==> src/rtl/mac_norm_out_stg_if.sv <==
`timescale 1ns/1ps
`default_nettype none
// ============================================================================
// Module   : mac_norm_out_stg_if
// Brief    : Upstream and downstream handshake/data bundle for the MAC
//            normalise/round/pack output stage.
// Revision : 1.0  initial release
// ============================================================================
interface mac_norm_out_stg_if #(
  parameter int EXP_W = 5,
  parameter int MAN_W = 10,
  parameter int SUM_W = 16
);
  // upstream side
  logic                     i_clear;
  logic                     i_valid;
  logic                     o_ready;
  logic                     i_sum_sgn;
  logic [SUM_W-1:0]         i_sum_mag;
  logic [EXP_W-1:0]         i_max_exp;
  logic                     i_rnd_mode;
  logic                     i_relu;
  // downstream side
  logic                     o_valid;
  logic                     i_ready;
  logic [EXP_W+MAN_W:0]     o_data;
  logic                     o_ovf;
  logic                     o_udf;

  // the stage itself
  modport slave (
    input  i_clear, i_valid, i_sum_sgn, i_sum_mag, i_max_exp, i_rnd_mode,
           i_relu, i_ready,
    output o_ready, o_valid, o_data, o_ovf, o_udf
  );

  // whoever drives the stage (upstream producer plus downstream consumer)
  modport master (
    output i_clear, i_valid, i_sum_sgn, i_sum_mag, i_max_exp, i_rnd_mode,
           i_relu, i_ready,
    input  o_ready, o_valid, o_data, o_ovf, o_udf
  );
endinterface
`default_nettype wire

==> src/rtl/mac_norm_out_stg.sv <==
`timescale 1ns/1ps
`default_nettype none
// ============================================================================
// Module   : mac_norm_out_stg
// Brief    : Final MAC stage. Stage A finds the leading one, the unbiased
//            exponent and the guard/sticky bits; stage B rounds, saturates or
//            flushes, applies ReLU and packs the float word. Elastic 2-entry
//            valid/ready pipeline.
// Revision : 1.0  initial release
// ============================================================================
module mac_norm_out_stg #(
  parameter int EXP_W    = 5,
  parameter int MAN_W    = 10,
  parameter int SUM_W    = 16,
  parameter int FRAC_POS = 10
) (
  input  wire logic          i_clk,
  input  wire logic          i_rst_n,
  mac_norm_out_stg_if.slave  bus
);

  localparam int c_P_W = (SUM_W > 1) ? $clog2(SUM_W) : 1;
  localparam int c_E_W = EXP_W + 2;
  localparam int c_DW  = 1 + EXP_W + MAN_W;
  // bits below the leading one, padded so kept+guard always exist
  localparam int c_X_W = SUM_W + MAN_W + 1;
  localparam logic signed [c_E_W-1:0] c_EXP_OVF  = c_E_W'((1 << EXP_W) - 1);
  localparam logic signed [c_E_W-1:0] c_EXP_ZERO = '0;
  localparam logic [EXP_W-1:0]        c_EXP_SAT  = EXP_W'((1 << EXP_W) - 2);

  // ---------------- handshake ----------------
  logic r_a_valid, r_b_valid;
  logic w_b_load, w_a_load, w_in_xfer;

  assign w_b_load    = !r_b_valid || bus.i_ready;
  assign w_a_load    = !r_a_valid || w_b_load;
  assign w_in_xfer   = bus.i_valid && w_a_load;
  assign bus.o_ready = w_a_load;

  // ---------------- stage A combinational ----------------
  logic [c_P_W-1:0]        w_p;
  logic [SUM_W-1:0]        w_below;
  logic [c_X_W-1:0]        w_ext;
  logic [MAN_W-1:0]        w_man;
  logic                    w_grd, w_stk, w_zero;
  logic signed [c_E_W-1:0] w_exp;

  // leading-one detector: highest set bit wins
  always_comb begin
    w_p = '0;
    for (int i = 0; i < SUM_W; i++) begin
      if (bus.i_sum_mag[i]) w_p = c_P_W'(i);
    end
  end

  // shifting one past the leading one drops the hidden bit and left-aligns the fraction
  assign w_below = bus.i_sum_mag << (SUM_W - int'(w_p));
  assign w_ext   = {w_below, {(MAN_W+1){1'b0}}};
  assign w_man   = w_ext[c_X_W-1 -: MAN_W];
  assign w_grd   = w_ext[c_X_W-1-MAN_W];
  assign w_stk   = |w_ext[c_X_W-2-MAN_W:0];
  assign w_zero  = (bus.i_sum_mag == '0);
  assign w_exp   = c_E_W'(bus.i_max_exp) + c_E_W'(w_p) - c_E_W'(FRAC_POS);

  // ---------------- stage A registers ----------------
  logic                    r_a_sgn, r_a_zero, r_a_grd, r_a_stk, r_a_rnd, r_a_relu;
  logic [MAN_W-1:0]        r_a_man;
  logic signed [c_E_W-1:0] r_a_exp;

  // stage A capture; flush wins over a same-cycle input transfer
  always_ff @(posedge i_clk or negedge i_rst_n) begin
    if (!i_rst_n) begin
      r_a_valid <= 1'b0;
      r_a_sgn   <= 1'b0;
      r_a_zero  <= 1'b0;
      r_a_grd   <= 1'b0;
      r_a_stk   <= 1'b0;
      r_a_rnd   <= 1'b0;
      r_a_relu  <= 1'b0;
      r_a_man   <= '0;
      r_a_exp   <= '0;
    end else begin
      if (bus.i_clear)   r_a_valid <= 1'b0;
      else if (w_a_load) r_a_valid <= bus.i_valid;
      if (w_in_xfer) begin
        r_a_sgn  <= bus.i_sum_sgn;
        r_a_zero <= w_zero;
        r_a_grd  <= w_grd;
        r_a_stk  <= w_stk;
        r_a_rnd  <= bus.i_rnd_mode;
        r_a_relu <= bus.i_relu;
        r_a_man  <= w_man;
        r_a_exp  <= w_exp;
      end
    end
  end

  // ---------------- stage B combinational ----------------
  logic                    w_inc, w_carry;
  logic [MAN_W:0]          w_man_sum;
  logic [MAN_W-1:0]        w_man_rnd;
  logic signed [c_E_W-1:0] w_exp_rnd;
  logic [c_DW-1:0]         w_b_data;
  logic                    w_b_ovf, w_b_udf;

  assign w_inc     = !r_a_rnd && r_a_grd && (r_a_stk || r_a_man[0]);
  assign w_man_sum = {1'b0, r_a_man} + (MAN_W+1)'(w_inc);
  assign w_carry   = w_man_sum[MAN_W];
  assign w_man_rnd = w_carry ? '0 : w_man_sum[MAN_W-1:0];
  assign w_exp_rnd = r_a_exp + c_E_W'(w_carry);

  // result select: zero, then ReLU, then overflow, then underflow, then normal
  always_comb begin
    w_b_data = {r_a_sgn, {(c_DW-1){1'b0}}};
    w_b_ovf  = 1'b0;
    w_b_udf  = 1'b0;
    if (r_a_zero) begin
      w_b_data = {r_a_sgn, {(c_DW-1){1'b0}}};
    end else if (r_a_relu && r_a_sgn) begin
      w_b_data = '0;
    end else if (w_exp_rnd >= c_EXP_OVF) begin
      w_b_data = {r_a_sgn, c_EXP_SAT, {MAN_W{1'b1}}};
      w_b_ovf  = 1'b1;
    end else if (w_exp_rnd <= c_EXP_ZERO) begin
      w_b_data = {r_a_sgn, {(c_DW-1){1'b0}}};
      w_b_udf  = 1'b1;
    end else begin
      w_b_data = {r_a_sgn, w_exp_rnd[EXP_W-1:0], w_man_rnd};
    end
  end

  // ---------------- stage B registers ----------------
  logic [c_DW-1:0] r_data;
  logic            r_ovf, r_udf;

  // output register; held while the consumer stalls
  always_ff @(posedge i_clk or negedge i_rst_n) begin
    if (!i_rst_n) begin
      r_b_valid <= 1'b0;
      r_data    <= '0;
      r_ovf     <= 1'b0;
      r_udf     <= 1'b0;
    end else begin
      if (bus.i_clear)   r_b_valid <= 1'b0;
      else if (w_b_load) r_b_valid <= r_a_valid;
      if (w_b_load && r_a_valid) begin
        r_data <= w_b_data;
        r_ovf  <= w_b_ovf;
        r_udf  <= w_b_udf;
      end
    end
  end

  assign bus.o_valid = r_b_valid;
  assign bus.o_data  = r_data;
  assign bus.o_ovf   = r_ovf;
  assign bus.o_udf   = r_udf;

endmodule
`default_nettype wire

==> src/flat_wrapper.sv <==
// flat-port wrapper written by rule: the top's interface ports become plain ports
module mac_norm_out_stg_flat 
#(
  parameter int EXP_W    = 5,
  parameter int MAN_W    = 10,
  parameter int SUM_W    = 16,
  parameter int FRAC_POS = 10
)
  (i_clk, i_rst_n, bus_i_clear, bus_i_valid, bus_i_sum_sgn, bus_i_sum_mag, bus_i_max_exp, bus_i_rnd_mode, bus_i_relu, bus_i_ready, bus_o_ready, bus_o_valid, bus_o_data, bus_o_ovf, bus_o_udf);
  mac_norm_out_stg_if #(.EXP_W(EXP_W), .MAN_W(MAN_W), .SUM_W(SUM_W)) bus_i ();
  input  wire logic i_clk;
  input  wire logic i_rst_n;
  input wire logic [$bits(bus_i.i_clear)-1:0] bus_i_clear;
  input wire logic [$bits(bus_i.i_valid)-1:0] bus_i_valid;
  input wire logic [$bits(bus_i.i_sum_sgn)-1:0] bus_i_sum_sgn;
  input wire logic [$bits(bus_i.i_sum_mag)-1:0] bus_i_sum_mag;
  input wire logic [$bits(bus_i.i_max_exp)-1:0] bus_i_max_exp;
  input wire logic [$bits(bus_i.i_rnd_mode)-1:0] bus_i_rnd_mode;
  input wire logic [$bits(bus_i.i_relu)-1:0] bus_i_relu;
  input wire logic [$bits(bus_i.i_ready)-1:0] bus_i_ready;
  output wire logic [$bits(bus_i.o_ready)-1:0] bus_o_ready;
  output wire logic [$bits(bus_i.o_valid)-1:0] bus_o_valid;
  output wire logic [$bits(bus_i.o_data)-1:0] bus_o_data;
  output wire logic [$bits(bus_i.o_ovf)-1:0] bus_o_ovf;
  output wire logic [$bits(bus_i.o_udf)-1:0] bus_o_udf;
  assign bus_i.i_clear = bus_i_clear;
  assign bus_i.i_valid = bus_i_valid;
  assign bus_i.i_sum_sgn = bus_i_sum_sgn;
  assign bus_i.i_sum_mag = bus_i_sum_mag;
  assign bus_i.i_max_exp = bus_i_max_exp;
  assign bus_i.i_rnd_mode = bus_i_rnd_mode;
  assign bus_i.i_relu = bus_i_relu;
  assign bus_i.i_ready = bus_i_ready;
  assign bus_o_ready = bus_i.o_ready;
  assign bus_o_valid = bus_i.o_valid;
  assign bus_o_data = bus_i.o_data;
  assign bus_o_ovf = bus_i.o_ovf;
  assign bus_o_udf = bus_i.o_udf;
  mac_norm_out_stg #(.EXP_W(EXP_W), .MAN_W(MAN_W), .SUM_W(SUM_W), .FRAC_POS(FRAC_POS)) u_core (.i_clk(i_clk), .i_rst_n(i_rst_n), .bus(bus_i));
endmodule
==> config.mk <==
export PLATFORM = sky130hd
export DESIGN_NAME = mac_norm_out_stg_flat
export DESIGN_NICKNAME = d
export VERILOG_FILES = /design/src/rtl/mac_norm_out_stg_if.sv /design/src/rtl/mac_norm_out_stg.sv /design/src/flat_wrapper.sv
export SDC_FILE = /design/constraint.sdc
export NUM_CORES = 1
export LEC_CHECK = 0
export CELL_PAD_IN_SITES_DETAIL_PLACEMENT = 1
export CELL_PAD_IN_SITES_GLOBAL_PLACEMENT = 1
export CORE_MARGIN = 8
export CORE_UTILIZATION = 41
export CTS_CLUSTER_SIZE = 16
export DETAILED_ROUTE_END_ITERATION = 8
export GPL_ROUTABILITY_DRIVEN = 0
export PLACE_DENSITY_LB_ADDON = 0.08
export SYNTH_ARGS = -nofsm -noshare
export SYNTH_HDL_FRONTEND = slang
export SYNTH_SLANG_ARGS = --single-unit
==> constraint.sdc <==
create_clock -name i_clk -period 4.2 [get_ports i_clk]
set_clock_uncertainty 0.05 [all_clocks]
set_input_delay 0.63 -clock i_clk [delete_from_list [all_inputs] [get_ports i_clk]]
set_output_delay 0.63 -clock i_clk [all_outputs]
set_load 0.01 [all_outputs]
==> impl_metrics.tcl <==
set metrics [dict create \
    synth_ff_type "dfrtp_1" \
    required_ns 4.36 \
    r2r.worst_path.cells 17 \
    design_power_total_w 0.00138 \
    arrival_ns 4.08 \
    finalWorstPathRequiredPeriod_ns 3.92 \
    final.period_utilization 0.933 \
    netlist.area_leader.share 0.343 \
    final_max_slew_viol_count 0 \
    htreeDepth 2 \
    antenna_found_initial 0 \
    r2r-start "u_core.r_a_man[0]$_DFFE_PN0P_" \
    ys_seq_area_frac 0.343 \
    slew_headroom 0.383 \
    rsz0062_at_grt "no" \
    r2r_end "u_core.bus.o_data[0]$_DFFE_PN0P_" \
    fmax_mhz 255 \
    cp_max_fo 11 \
    setup_viol 0 \
    n_antenna_cell 0 \
    dp_hpwl_um 7020 \
    clock-sinks 43 \
    synth_area_leader_cell "dfrtp_1" \
    wirelength_um 8690 \
    cts_setup_buffers 0 \
    drive_gt1_frac 0.0916 \
    grt_pass1_vias 2988 \
    ys_warn_count 0 \
    finalNonFillerCells 495 \
    dieArea_mm2 0.0107 \
    worst_skew_pair.late_latency_ns 0.29 \
    grt_usage 0.171 \
    endpoint_kind "register" \
    netlist_top_cells_area "dfrtp_1 (34%), a221o_1 (4.8%), ha_1 (4.0%)" \
    synthDistinctLibCells 58 \
    synth_edf_count 0 \
    powerDensity_mw_per_mm2 363 \
    final_nets 434 \
    ios 49 \
    clk_pin_slew_worst_paths_ns 0.07 \
    dpl_cell_area_mm2 0.00373 \
    grt-ovfl-total 0 \
    tns_ns 0 \
    first_pass_iters 7 \
    setup_ws_ns 0.283 \
    maxCapViolations 0 \
    hold_class "in -> async" \
    die_h_um 103 \
    rrSetupSlack_ns 0.43 \
    viasPerCell 5.72 \
    rows 32 \
    remaining_drc_errors 0 \
    io_buffer_count 48 \
    fp.dieW_um 103 \
    numCtsBuffers 5 \
    clk_path_buf_depth 2 \
    hold_viol 0 \
    async_flop_share 1.00 \
    routed-via-count 2832 \
    grt_pass1_wl_um 14500 \
    synth_cells 350 \
    fin_area_mm2 0.00380 \
    syn_area_mm2 0.00314 \
    cp-start-kind "input pin" \
    ir_worst_vdd_uv 114 \
    outcome "finished, final reports clean" \
    dp_slack_ns 0.000922 \
    ys_ff_latch 43 \
    critPathKind "in -> reg" \
    cts_root_buf "clkbuf_8" \
    cts_tree "yes" \
    syn_avg_cell_area_um2 8.96 \
    drt_iter0_drc 102 \
    core-area_mm2 0.00757 \
    synth_nets 390 \
    wl_per_cell_um 17.5 \
    drtAntennaViolNets 0 \
    worstMarginPinSlew_ns 0.926 \
    placed_cells 489 \
    syn2layout_area_growth_pct 21.2 \
    grt_max_degree 44 \
    p_leak_nw 1.61 \
    start_util 0.415 \
]
critical path, cell delays in order:
cell and delay, ns:
clkdlybuf4s50_1 0.61, nand2b_1 0.29, a211oi_1 0.63, a31oi_2 0.25
ha_1 0.32, inv_1 0.07, fa_1 0.22, inv_1 0.06
a21o_1 0.18, a21oi_1 0.17, xor2_1 0.27, nand2_1 0.10
xnor2_1 0.13, o21ai_0 0.15
how the worst max path moves through the flow:
| stage | slack, ns | cells after the start | startpoint | endpoint |
|---|---|---|---|---|
| 2_1_floorplan | 0.70 | 18 | u_core.r_a_man[0]$_DFFE_PN0P_ | u_core.bus.o_data[0]$_DFFE_PN0P_ |
| 3_3_place_gp | 0.07 | 14 | bus_i_sum_mag[11] | u_core.r_a_exp[5]$_DFFE_PN0P_ |
| 3_5_place_dp | 0.0009 | 14 | bus_i_sum_mag[11] | u_core.r_a_exp[5]$_DFFE_PN0P_ |
| 4_1_cts | 0.26 | 16 | u_core.r_a_man[0]$_DFFE_PN0P_ | u_core.bus.o_data[1]$_DFFE_PN0P_ |
| 5_1_grt | 0.03 | 17 | u_core.r_a_man[0]$_DFFE_PN0P_ | u_core.bus.o_data[0]$_DFFE_PN0P_ |
| 6_report | 0.28 | 14 | bus_i_sum_mag[11] | u_core.r_a_exp[5]$_DFFE_PN0P_ |
power by group:
part | internal (W) | leakage, nW | total, W | switching [W]
clock | 0.000111 | 0.0371 | 0.000236 | 0.000125
combinational | 0.000291 | 1.04 | 0.000550 | 0.000260
sequential | 0.000511 | 0.534 | 0.000593 | 0.0000824
state kept, by name, summed over array words and instances (netlist names):
| name | flops |
|---|---|
| u_core.bus.o_data | 16 |
| u_core.bus.o_ovf | 1 |
| u_core.bus.o_udf | 1 |
| u_core.bus.o_valid | 1 |
| u_core.r_a_exp | 7 |
| u_core.r_a_grd | 1 |
| u_core.r_a_man | 10 |
| u_core.r_a_relu | 1 |
| u_core.r_a_rnd | 1 |
| u_core.r_a_sgn | 1 |
| u_core.r_a_stk | 1 |
| u_core.r_a_valid | 1 |
| u_core.r_a_zero | 1 |
cell usage in the layout, fill, tap and decap left out, types with 5 or more instances in the layout:
cell / netlist / layout
a21o_1: 7 / 7
a21oi_1: 18 / 18
a221o_1: 15 / 15
and3_1: 10 / 10
buf_4: 0 / 13
clkbuf_8: 0 / 5
clkdlybuf4s50_1: 0 / 47
dfrtp_1: 43 / 43
ha_1: 10 / 10
inv_1: 8 / 8
mux2_2: 5 / 5
mux2i_1: 9 / 9
nand2_1: 32 / 32
nand2b_1: 5 / 5
nand3_1: 12 / 12
nor2_1: 24 / 23
nor2b_1: 8 / 8
nor3_1: 5 / 5
o211ai_1: 5 / 5
o21ai_0: 23 / 23
xnor2_1: 10 / 10
xor2_1: 13 / 13
repair_timing:
item	CTS	global route
hold buffers	0	0
resized for setup	0	1
setup endpoints to repair	0	13
synthesized netlist by cell type, drive strengths merged, types with 8 or more instances:
library cell and number:
a21oi 18, a221o 15, and3 10, clkbuf 17, dfrtp 43, ha 10
inv 9, mux2i 9, nand2 32, nand3 12, nor2 24, nor2b 8
o21ai 26, xnor2 10, xor2 13
stage by stage:
stage | hold WS [ns] | utilization
after detailed placement | 0.418 | 0.493
after global placement | 0.407 | 0.493
after floorplan | 0.284 | -
after CTS | 0.435 | 0.502
final | 0.427 | 0.502
after global routing | 0.466 | 0.502
kinds of logic (layout without fill, tap and decap cells):
| kind of cell | after synthesis | after routing | synth area share |
|---|---|---|---|
| buffers and inverters | 33 | 76 | 0.0459 |
| muxes | 15 | 15 | 0.0538 |
| adders and majority gates | 11 | 11 | 0.0463 |
| and+or+nand+nor | 110 | 110 | 0.179 |
| xor gates and xnor gates | 23 | 23 | 0.0642 |
| DFF | 43 | 43 | 0.343 |
| AOI/OAI and AO/OA | 115 | 115 | 0.268 |
layout make-up:
| cell class | instances | area (um2) |
|---|---|---|
| clock buffers | 6 | 72.6 |
| fillers | 875 | 3760 |
| inverters | 9 | 33.8 |
| multi-input cells | 274 | 1920 |
| flip-flops and latches | 43 | 1080 |
| well taps | 102 | 128 |
| repair buffers | 61 | 573 |
metal layers:
metal | vias up | part of all wire | GRT usage
li1 | 1387 | - | -
met1 | 1370 | 0.45 | 0.201
met2 | 59 | 0.49 | 0.310
met3 | 16 | 0.030 | 0.0187
met4 | 0 | 0.022 | 0.0690
met5 | - | 0 | 0
(Power assumes the default switching activity.)
